<file path="src/rtl/async_fifo_read_stream.sv">
// Read-domain consumer for the async FIFO: pops with credit-based flow control
// and re-times the registered FIFO read data into a valid/ready stream.
module async_fifo_read_stream #(
  parameter int DATA_WIDTH = 8,
  parameter int BUF_DEPTH  = 2,
  parameter int CNT_WIDTH  = 32
) (
  input  logic                             read_clk,
  input  logic                             read_rst,
  input  logic                             p_read_empty,
  output logic                             p_read_en,
  input  logic [DATA_WIDTH-1:0]            p_read_data,
  output logic                             m_valid,
  input  logic                             m_ready,
  output logic [DATA_WIDTH-1:0]            m_data,
  output logic [CNT_WIDTH-1:0]             word_count,
  output logic [$clog2(BUF_DEPTH+1)-1:0]   buf_level
);

  localparam int LW = $clog2(BUF_DEPTH + 1);
  localparam int IW = $clog2(BUF_DEPTH);
  localparam logic [LW:0] DEPTH_C = (LW + 1)'(BUF_DEPTH);
  localparam logic [IW-1:0] LAST_IDX = IW'(BUF_DEPTH - 1);

  logic [DATA_WIDTH-1:0] mem [BUF_DEPTH];
  logic [LW-1:0]         count;
  logic                  inflight;
  logic [IW-1:0]         head;
  logic [IW-1:0]         tail;
  logic                  pop;
  logic                  accept;
  logic [LW:0]           credit;

  function automatic logic [IW-1:0] idx_inc(input logic [IW-1:0] i);
    return (i == LAST_IDX) ? '0 : i + 1'b1;
  endfunction

  assign pop    = (count != '0) && m_ready;
  // Occupancy after this edge, counting the word still in flight
  assign credit = {1'b0, count}
                + {{LW{1'b0}}, inflight}
                - {{LW{1'b0}}, pop};

  assign p_read_en = !read_rst && !p_read_empty
                   && (credit < DEPTH_C);
  assign accept    = p_read_en && !p_read_empty;

  always_ff @(posedge read_clk) begin
    if (read_rst) begin
      mem        <= '{default: '0};
      count      <= '0;
      inflight   <= 1'b0;
      head       <= '0;
      tail       <= '0;
      word_count <= '0;
    end else begin
      inflight <= accept;
      count    <= credit[LW-1:0];
      if (inflight) begin
        mem[tail] <= p_read_data;
        tail      <= idx_inc(tail);
      end
      if (pop) begin
        head       <= idx_inc(head);
        word_count <= word_count + 1'b1;
      end
    end
  end

  assign m_valid   = (count != '0);
  assign m_data    = mem[head];
  assign buf_level = count;

endmodule
</file>
<file path="config.mk">
export PLATFORM = sky130hd
export DESIGN_NAME = async_fifo_read_stream
export DESIGN_NICKNAME = d
export VERILOG_FILES = /design/src/rtl/async_fifo_read_stream.sv
export SDC_FILE = /design/constraint.sdc
export NUM_CORES = 1
export LEC_CHECK = 0
export CAP_MARGIN = 20
export CORE_ASPECT_RATIO = 0.9
export CORE_MARGIN = 2
export CORE_UTILIZATION = 35
export CTS_CLUSTER_DIAMETER = 40
export DETAILED_ROUTE_END_ITERATION = 10
export PLACE_DENSITY_LB_ADDON = 0.08
export SLEW_MARGIN = 5
export SYNTH_ARGS = -nofsm -noshare
export SYNTH_HDL_FRONTEND = slang
export SYNTH_SLANG_ARGS = --single-unit
</file>
<file path="constraint.sdc">
create_clock -name read_clk -period 2.4 [get_ports read_clk]
set_clock_uncertainty 0.1 [all_clocks]
set_input_delay 0.24 -clock read_clk [delete_from_list [all_inputs] [get_ports read_clk]]
set_output_delay 0.24 -clock read_clk [all_outputs]
set_load 0.01 [all_outputs]
</file>
### After elaboration in Yosys (flattened, before gate mapping)

Cells that the tools add are included.

* bits in registers: 53
* bits of input ports: 12
* output and inout port bits: 44
* logic and storage cells: 34

* add/subtract/negate cells: 5
* order comparisons: 4
* multiplexer cells: 8
* bitwise gates (word level): 2
* reductions and logical operators: 8

Operator list (number)
* 32-bit by 1-bit adder with 32-bit output (second input constant): 1
* 8-bit 2-to-1 mux: 4
* 16-bit bitwise mux: 1
* 8-bit demux with 1-bit select: 1
* 1-bit logical AND: 5
* 2-bit greater-or-equal comparator (second input constant): 2
* 1-bit inverter with 2-bit output: 2
* 2-bit by 1-bit adder with 3-bit output: 1
* 3-bit by 2-bit < comparator with 1-bit output (second input constant): 1
* 3-bit by 1-bit subtractor with 3-bit output: 1
* 1-bit adder (second input constant): 2
* 1-bit logical NOT: 2
* 2-bit by 1-bit < comparator with 1-bit output (second input constant): 1
* 1-bit 2-to-1 mux: 2
* 2-bit nonzero test: 1

### Longest topological paths before layout

* depth after elaboration: 6
* gate-level depth with buffers: 8
* gate-level depth less buffers: 7

### Least setup slack after synthesis

No wires, ideal clock.

* path kind: register -> output
* start: register count[1], in the netlist buf_level[1]
* end: output port p_read_en
* arrival: 2152 ps
* data required time: 2060 ps
* path slack: -92 ps
* cell stages (with the launch flop): 8
* buffers on the path: 1
* cell sequence: dfxtp_1 -> o21a_1 -> clkbuf_1 -> ha_1 -> inv_1 -> ha_1 -> fa_1 -> nor4_1

* word-level cells in the longest chain between the ends: 5

Ends and longest elaborated chain
* start: declaration: RTL line 26 `logic [LW-1:0] count;`
* start signal: assignment: RTL line 58 `count <= credit[LW-1:0];`
* 2-bit nonzero test: RTL line 38 `assign pop = (count != '0) && m_ready;`
* 1-bit logical AND: RTL line 38
* via pop: RTL line 30 `logic pop;`
* 3-bit by 1-bit subtractor with 3-bit output: RTL line 42 `- {{LW{1'b0}}, pop};`
* via credit[1]: RTL line 32 `logic [LW:0] credit;`
* 3-bit by 2-bit < comparator with 1-bit output: RTL line 45 `&& (credit < DEPTH_C);`
* 1-bit logical AND: RTL line 45
* end: declaration: RTL line 11 `output logic p_read_en,`

The timed path passes the listed nets, and every way through them passes these cells.

### Worst setup path after layout

* start: register count[1], in the netlist buf_level[1]
* end: output port p_read_en

* word-level cells in the longest chain between the ends: 5

Ends and longest elaborated chain (RTL line)
* branches (longest 2 deep; another with 2-bit by 1-bit adder with 3-bit output)
* 3-bit by 1-bit subtractor with 3-bit output *: 42
* via credit[1]: 32
* 3-bit by 2-bit < comparator with 1-bit output *: 45
* 1-bit logical AND *: 45

Mark *: on every way through the listed nets, which the timed path passes.

==> flow_summary.toml <==
[outcome]
violations = "setup timing"
outcome = "complete, but fails checks"

[sta]
period_share = 1.04
setup-tns-final_ns = -0.100
hold_viol = 0
rsz0062_at_grt = "yes"
fin_crit_ns = 2.50
timing.slew.headroom = 0.542
worst_pin_slew_ns = 0.687
setup_slack_ns = -0.100
report.final.slew_viol_count = 0
setup_viol = 1
fmax_mhz = 400

[global_routing]
gr-usage-met3 = 0.0332
grt_max_degree = 67
grt_pass1_wl_um = 10200
grt_overflow = 0
gr-max-usage-layer = "met1"
first_global_vias = 2127
grt.met2_usage = 0.226
antenna_found_initial = 0
grtUsageTotal = 0.158
gr-usage-met1 = 0.238

[critical_path]
arrival_ns = 2.16
critical_path_class = "reg2out"
crit_slowest_cell = "fa_2"
cp-end-kind = "primary output"
start_kind = "register"
slowest_delay_ns = 0.46
cp.required_ns = 2.06
cp_max_fo = 2
path_cells = "o21a_1 -> ha_1 -> inv_1 -> ha_2 -> fa_2 -> nor4_4 -> buf_2"
path_buf_inv = 2
cp_top_family = "adder cells"

[final_layout]
diodes = 0
most-common-layout-cells = "clkdlybuf4s50_1 (53), dfxtp_1 (52), nand2_1 (37), nor2_1 (29), a21oi_1 (25)"
syn2layout_area_growth_pct = 32.3
drive_above_1_share = 0.177
finalNonFillerCells = 454
fin_util = 0.477
final_cell_area_mm2 = 0.00334
layout_commonest_cell = "clkdlybuf4s50_1"
num-nets-final = 376

[drt]
drc = 0
firstDrtPassIters = 4
vias = 2205
routed_wl_um = 5990
viasPerCell = 4.86
drt_iter0_markers = 79
ant_nets = 0
wire_per_inst_um = 13.2

[placed_design]
io_buffers = 55
dp_hpwl_um = 4140
dp_cells = 446
gp_congestion = 0.737
dpl-instance-area_mm2 = 0.00324

[yosys]
synth-simple-area-share = 0.281
synth.area.mux_share = 0.0977
synth.distinct_cells = 38
synth_seq_area_share = 0.420
ys_ff_latch = 53
synth_fa_ha_area_frac = 0.0228
syn_inst = 294
yosys-top-cells-area = "dfxtp_1 (42%), mux2_2 (9.4%), nand2_1 (5.5%), a21oi_1 (5.0%), nor2_1 (4.3%)"
avgSynthCellArea_um2 = 8.58
yosysTopAreaCell = "dfxtp_1"
synth_compound_gate_area_share = 0.0778
synth_top_area_frac = 0.420
synth_top_family_by_area = "simple AND/OR/NAND/NOR gates"
synth_xor_area_frac = 0.0416
yosys_warnings = 0
syn_nets = 310
syn_area_mm2 = 0.00252

[clocking]
cts_buffer_depth = 2
ctsHoldBuffers = 0
cts_tree = "built"
clock-root-buffer = "clkbuf_8"
postCtsSetupBuffers = 0
cts.clk_slew.worst_paths_ns = 0.10
clock_latency_ns = 0.31
clock_sink_count = 53
cts.htree.levels = 2
cts_made_buffers = 5

[floorplan]
rows = 29
coreArea_mm2 = 0.00700
dieHeight_um = 84.6
io_pins = 56
die_x_um = 93.5
initial_core_util = 0.360
dieArea_mm2 = 0.00791

[pwr]
switching_share = 0.309
p_sw_mw = 0.669
internal-power_mw = 1.50
leakagePower_nw = 1.19
pwr-share-clk = 0.236
p_comb_frac = 0.290
max-vdd-ir-drop_v = 0.000428
p_per_area_mw_per_mm2 = 649
power_frac_seq = 0.474

[run]
cap_violations = 0

[min_path]
hold_path.class = "reg2reg"
power by group through the flow:
| stage | clock [mW] | sequential (mW) | combinational (mW) |
|---|---|---|---|
| after floorplan | 0 | 1.02 | 0.356 |
| after global placement | 0 | 1.05 | 0.611 |
| after detailed placement | 0 | 1.05 | 0.618 |
| after CTS | 0.532 | 1.03 | 0.637 |
| after global routing | 0.573 | 1.04 | 0.696 |
| final | 0.510 | 1.03 | 0.629 |
routing by layer:
layer  part of all wire  routed length (um)
met1               0.52                3140
met2               0.43                2550
met3              0.039                 232
met4              0.011                  68
met5                  0                   0
kinds of logic (layout without fill, tap and decap cells):
family                     count (synthesis)  count (layout)
buffers and inverters                     27              94
adders and majority gates                  4               4
DFF                                       53              53
AOI/OAI and AO/OA                         36              36
and+or+nand+nor                          140             140
xor gates and xnor gates                  12              12
muxes                                     22              22
Yosys cell counts:
cell type   n
nand2b_1    1
nor4_1      6
or4_2       1
o211ai_1    1
dfxtp_1    53
or3_1       7
nand4_2     1
o2111a_1    1
a21oi_1    25
inv_1      11
xnor2_1     4
mux2i_1     1
or2_2       1
nor2_1     29
fa_1        1
nor3_1     10
nor2b_1    12
o31ai_1     2
or4_1       2
and4_2      1
buf_6       2
nand4_1     8
and2_2      2
o21ai_0     6
and4_1      3
and3_2      1
xor2_1      8
nand2_1    37
ha_1        3
buf_1       2
o21a_1      1
or4_4       1
and3_1      1
clkbuf_1    9
buf_8       1
clkbuf_8    2
mux2_2     21
nand3_1    16
metrics by stage:
stage,worst slack (ns),power (mW),hold WS [ns]
final,-0.100,2.17,0.359
after CTS,-0.126,2.20,0.362
after floorplan,0.0299,1.38,0.219
after global placement,-0.507,1.66,0.339
after global routing,-0.205,2.31,0.387
after detailed placement,-0.523,1.67,0.347
what timing repair did:
item	4_1_cts	5_1_grt
resized for setup	6	2
cloned	0	0
endpoints found under the setup margin	1	1
endpoints found under the hold margin	0	0
worst min-delay path, cell delays in order (launching register included):
cell	delay [ns]
dfxtp_1	0.32
nand2_1	0.05
a21oi_1	0.05
cell type report:
cell class	count	area, um^2
Tap cell	93	116
Fill cell	682	3660
Timing Repair Buffer	75	691
Clock inverter	3	17.5
Clock buffer	5	68.8
Multi-Input combinational cell	214	1340
Sequential cell	53	1060
Inverter	11	41.3
worst paths after layout:
check                start        endpoint  slack, ns  depth (start not counted)
max           buf_level[1]       p_read_en      -0.10                          7
min                 mem[1]          mem[1]       0.36                          2
max reg2reg  word_count[8]  word_count[26]       0.26                          4
min reg2reg         mem[1]          mem[1]       0.36                          2
sequential cells by signal, indices dropped and copies added (netlist names):
register,flops
word_count,32
mem,16
buf_level,2
head,1
inflight,1
tail,1
Note: power is estimated with default switching activity, not from simulation.
